File: config.mk
export PLATFORM = sky130hd
export DESIGN_NAME = pwm_deadtime_gen
export DESIGN_NICKNAME = d
export VERILOG_FILES = /design/src/rtl/pwm_pkg.sv /design/src/rtl/pwm_deadtime_gen.sv
export SDC_FILE = /design/constraint.sdc
export NUM_CORES = 1
export LEC_CHECK = 0
export CAP_MARGIN = 20
export CELL_PAD_IN_SITES_DETAIL_PLACEMENT = 0
export CELL_PAD_IN_SITES_GLOBAL_PLACEMENT = 1
export CORE_MARGIN = 4
export CORE_UTILIZATION = 30
export CTS_CLUSTER_SIZE = 10
export DETAILED_ROUTE_END_ITERATION = 16
export PLACE_DENSITY_LB_ADDON = 0.1
export SLEW_MARGIN = 40
export SYNTH_ARGS = -nofsm -noshare
export SYNTH_HDL_FRONTEND = slang
export SYNTH_SLANG_ARGS = --single-unit
export TNS_END_PERCENT = 30
File: constraint.sdc
create_clock -name clk -period 3.6 [get_ports clk]
set_clock_uncertainty 0.2 [all_clocks]
set_input_delay 0.9 -clock clk [delete_from_list [all_inputs] [get_ports clk]]
set_output_delay 0.9 -clock clk [all_outputs]
set_load 0.02 [all_outputs]
File: src/rtl/pwm_pkg.sv
// pwm_pkg: shared state type and width default for the PWM dead-time stage
package pwm_pkg;
    typedef enum logic [2:0] {IDLE, HI_ON, DT_H2L, LO_ON, DT_L2H} pwm_dt_state_e;
    localparam int PWM_DT_WIDTH_DEFAULT = 16;
endpackage

File: src/rtl/pwm_deadtime_gen.sv
// pwm_deadtime_gen: complementary gate drives with shadowed dead-time and per-side polarity
// Ports: clk/rst (async, active-high); enable (0 forces both drives off); pwm_raw, period_end
// from the PWM core; deadtime_cycles_i / use_default_deadtime select the dead-time;
// inv_hi / inv_lo make a side active-low; pwm_hi / pwm_lo gate drives; in_deadtime while
// both sides are held off between transitions; pulse_swallowed flags an aborted dead-time.
module pwm_deadtime_gen
    import pwm_pkg::*;
#(
    parameter int DT_WIDTH                = PWM_DT_WIDTH_DEFAULT,
    parameter int DEFAULT_DEADTIME_CYCLES = 10
) (
    input  logic                clk,
    input  logic                rst,
    input  logic                enable,
    input  logic                pwm_raw,
    input  logic                period_end,
    input  logic [DT_WIDTH-1:0] deadtime_cycles_i,
    input  logic                use_default_deadtime,
    input  logic                inv_hi,
    input  logic                inv_lo,
    output logic                pwm_hi,
    output logic                pwm_lo,
    output logic                in_deadtime,
    output logic                pulse_swallowed
);
    localparam logic [DT_WIDTH-1:0] DT_DEF = DT_WIDTH'(DEFAULT_DEADTIME_CYCLES);
    localparam logic [DT_WIDTH-1:0] ONE    = DT_WIDTH'(1);
    pwm_dt_state_e       state, state_d;
    logic [DT_WIDTH-1:0] cnt, cnt_d, dt_shadow, dt_src;
    logic                pwm_q, hi_on, lo_on, swallow, dt_zero;
    assign dt_src  = use_default_deadtime ? DT_DEF : deadtime_cycles_i;
    assign dt_zero = dt_shadow == '0;
    // Loads see the pre-edge shadow; a zero shadow swaps sides directly so cnt never wraps.
    always_comb begin
        state_d = state;
        cnt_d   = cnt;
        swallow = 1'b0;
        if (!enable) begin
            state_d = IDLE;
            cnt_d   = '0;
        end else begin
            case (state)
                IDLE:    state_d = pwm_q ? HI_ON : LO_ON;
                HI_ON:   if (!pwm_q) begin
                    state_d = dt_zero ? LO_ON : DT_H2L;
                    cnt_d   = dt_zero ? cnt : dt_shadow - ONE;
                end
                LO_ON:   if (pwm_q) begin
                    state_d = dt_zero ? HI_ON : DT_L2H;
                    cnt_d   = dt_zero ? cnt : dt_shadow - ONE;
                end
                DT_H2L:  if (pwm_q) begin
                    state_d = HI_ON;
                    swallow = 1'b1;
                end else if (cnt == '0) state_d = LO_ON;
                else cnt_d = cnt - ONE;
                DT_L2H:  if (!pwm_q) begin
                    state_d = LO_ON;
                    swallow = 1'b1;
                end else if (cnt == '0) state_d = HI_ON;
                else cnt_d = cnt - ONE;
                default: state_d = IDLE;
            endcase
        end
    end
    // Drive enables are decoded from the next state so they change on the same edge as state.
    always_ff @(posedge clk or posedge rst) begin
        if (rst) begin
            state           <= IDLE;
            hi_on           <= 1'b0;
            lo_on           <= 1'b0;
            in_deadtime     <= 1'b0;
            pulse_swallowed <= 1'b0;
        end else begin
            state           <= state_d;
            hi_on           <= state_d == HI_ON;
            lo_on           <= state_d == LO_ON;
            in_deadtime     <= state_d == DT_H2L || state_d == DT_L2H;
            pulse_swallowed <= swallow;
        end
    end
    always_ff @(posedge clk or posedge rst) begin
        if (rst) cnt <= '0;
        else cnt <= cnt_d;
    end
    always_ff @(posedge clk or posedge rst) begin
        if (rst) begin
            pwm_q     <= 1'b0;
            dt_shadow <= DT_DEF;
        end else begin
            pwm_q     <= pwm_raw;
            dt_shadow <= (period_end || state == IDLE) ? dt_src : dt_shadow;
        end
    end
    assign pwm_hi = hi_on ^ inv_hi;
    assign pwm_lo = lo_on ^ inv_lo;
`ifndef SYNTHESIS
    a_no_overlap: assert property (@(posedge clk) disable iff (rst) !(hi_on && lo_on));
`endif
endmodule

==> impl_metrics.json <==
{
  "cp_slowest_stage_delay_ns": 0.62,
  "end_kind": "output port",
  "gp_congestion": 0.7507,
  "final_cell_mix": "40 x nand2_1, 38 x dfrtp_1, 31 x nor2_1, 31 x o21ai_0, 27 x clkdlybuf4s50_1",
  "clock_path_buffers": 2,
  "crit_family": "buffers and inverters",
  "maxSlewViolCount": 0,
  "clk_latency_ns": 0.29,
  "drt-initial-drc-count": 114,
  "hold_buffers": 0,
  "netSwitchingPower_uw": 445.7,
  "avgSynthCellArea_um2": 8.185,
  "ant_nets": 0,
  "via_per_inst": 5.181,
  "pwr-share-comb": 0.287,
  "synth-edff-count": 0,
  "cp-start-kind": "input port",
  "clk_pin_slew_ns": 0.08,
  "post_cts_resize_count": 0,
  "cts-htree-levels": 2,
  "clock_sinks": 40,
  "die_w_um": 99.97,
  "die_h_um": 99.97,
  "grt_pass1_wl_mm": 11.71,
  "power.density_nw_per_um2": 431.4,
  "grt_pass1_vias": 2221,
  "synth_nets": 335,
  "slew_headroom": 0.4438,
  "setup_viol": 0,
  "final_common_cell": "nand2_1",
  "start_util": 0.3088,
  "max_freq_mhz": 309.7,
  "crit_path_top_delay_cell": "clkdlybuf4s50_1",
  "dr.pass1.iters": 4,
  "antenna_cells": 0,
  "swShare": 0.3435,
  "wl_per_cell_um": 15.92,
  "setup.worst_path.class": "input port to output port",
  "antenna_found_initial": 0,
  "vias": 2259,
  "numPortBuffers": 27,
  "crit_top_cell": "clkdlybuf4s50_1",
  "synthTopCellsByArea": "dfrtp_1 37%, o21ai_0 6.1%, nand2_1 5.9%",
  "final_util": 0.3661,
  "yosys_warnings": 0,
  "async_flop_share": 1.000,
  "final-hold-violation-count": 0,
  "yosysTopAreaCell": "dfrtp_1",
  "irDropWorstVdd_v": 0.0001738,
  "clkPwrFrac": 0.288,
  "setup_tns_ns": 0,
  "die_area_um2": 9993,
  "cp_num_buf_inv": 2,
  "drv_cap": 0,
  "drive_gt1_frac": 0.08761,
  "core_um2": 8217,
  "cts_root_buf": "clkbuf_8",
  "crit_fanout": 1,
  "cp.required_ns": 2.50,
  "wl_mm": 6.939,
  "synth_cells": 310,
  "numCtsBuffers": 5,
  "period_needed_ns": 3.229,
  "power.leakage_nw": 1.178,
  "overflow": 0,
  "globalRouteTotalUtil": 0.1468,
  "cts_tree": "yes",
  "fin_crit_sh": 0.8970,
  "grt_max_degree": 41,
  "p_int_uw": 851.9,
  "place_hpwl_mm": 5.018,
  "seqPwrFrac": 0.425,
  "ios": 28,
  "route.detailed.drc": 0,
  "path_cells": "clkdlybuf4s50_1, xor2_1, clkdlybuf4s50_1",
  "yosys_register_bits": 40,
  "status": "finished clean",
  "finalNetCount": 355,
  "synth-main-ff-cell": "dfrtp_1",
  "worstMarginPinSlew_ns": 0.8267,
  "synth_cell_types": 53,
  "row_count": 33,
  "netlist_area_um2": 2537,
  "seq_area_frac_synth": 0.3955,
  "hp-class": "flop to flop",
  "arrival_ns": 2.13,
  "cts_setup_buffers": 0,
  "rsz0062_at_grt": "no",
  "netlist.area_leader.share": 0.3748,
  "r2r_slack_ns": 0.48,
  "syn2layout_area_growth_pct": 18.54,
  "nFillCells": 862
}
## area by class of cell
type                       count  area, µm²  area share
multi-input combinational    243       1420      0.4721
sequential                    40       1003      0.3336
timing repair buffer          34      322.8      0.1073
tap                          105      131.4     0.04368
clock buffer                   6      72.57     0.02413
clock inverter                 2      35.03     0.01165
inverter                       6      22.52    0.007488
## stage by stage
stage | instance area (µm²) | setup slack [ns] | std cells | hold WS [ns] | power (mW)
global placement | 2895 | 0.3799 | 428 | 0.3088 | 0.9387
CTS | 3008 | 0.3631 | 436 | 0.3317 | 1.319
global route | 3008 | 0.1505 | 436 | 0.3647 | 1.382
finish | 3008 | 0.3707 | 436 | 0.3279 | 1.298
detailed placement | 2900 | 0.3707 | 428 | 0.3187 | 0.9369
floorplan | 2539 | 0.03892 | 310 | 0.2647 | 0.8094
## power by group through the flow
stage                     registers [mW]  logic, mW  clock network (mW)
after floorplan                    0.534      0.276                   0
after global placement             0.560      0.379                   0
after detailed placement           0.561      0.376                   0
after CTS                          0.552      0.377               0.389
after global routing               0.561      0.421               0.401
final                              0.552      0.373               0.373
## state kept, by name (all words and copies together) (netlist names)
name and flops:
lo_on 1, cnt 16, in_deadtime 1, state 3, pwm_q 1, hi_on 1, pulse_swallowed 1, dt_shadow 16
## Yosys cell counts, types with 3 or more instances
| master | number |
|---|---|
| nand2b_1 | 16 |
| inv_1 | 6 |
| clkbuf_1 | 15 |
| dfrtp_1 | 38 |
| or3_1 | 5 |
| a21oi_1 | 20 |
| nand3_1 | 5 |
| a32o_1 | 3 |
| nand2_1 | 40 |
| xor2_1 | 5 |
| xnor2_1 | 4 |
| nand4_1 | 3 |
| o22ai_1 | 3 |
| a31oi_1 | 8 |
| mux2i_1 | 5 |
| nor4_1 | 6 |
| nor2_1 | 32 |
| o21ai_0 | 31 |
| nor3_1 | 15 |
| o211ai_1 | 7 |
| buf_2 | 4 |
## cells by family (layout without fill, tap and decap cells)
kind of cell / Yosys count / after routing / synth area share
muxes: 5 / 5 / 0.01972
AOI/OAI and AO/OA: 88 / 88 / 0.2229
and+or+nand+nor: 140 / 140 / 0.2781
adders and majority gates: 1 / 1 / 0.004930
buffers and inverters: 27 / 48 / 0.04783
xor gates and xnor gates: 9 / 9 / 0.03106
DFF: 40 / 40 / 0.3955
## layer usage
layer	up-vias	track usage	wire length [µm]
met5	-	0	0
met2	53	0.2181	3027
met1	1048	0.2222	3610
met3	4	0.02085	244
li1	1154	-	-
met4	0	0.03887	56
## worst paths after layout
check / start / to / depth (start not counted)
setup / recovery: inv_hi / pwm_hi / 3
hold / removal: dt_shadow[3] / dt_shadow[3] / 2
setup reg to reg: state[2] / cnt[14] / 10
hold reg to reg: dt_shadow[3] / dt_shadow[3] / 2
max in group asynchronous: rst / dt_shadow[3] / 3
min in group asynchronous: rst / hi_on / 3
## tightest hold or removal path: cells and delay by family, from the launching register on
kind / cells / cell delay, ns
flops: 1 / 0.40
compound gates: 1 / 0.07
simple gates: 1 / 0.06
Note: power is estimated with default switching activity, not from simulation.
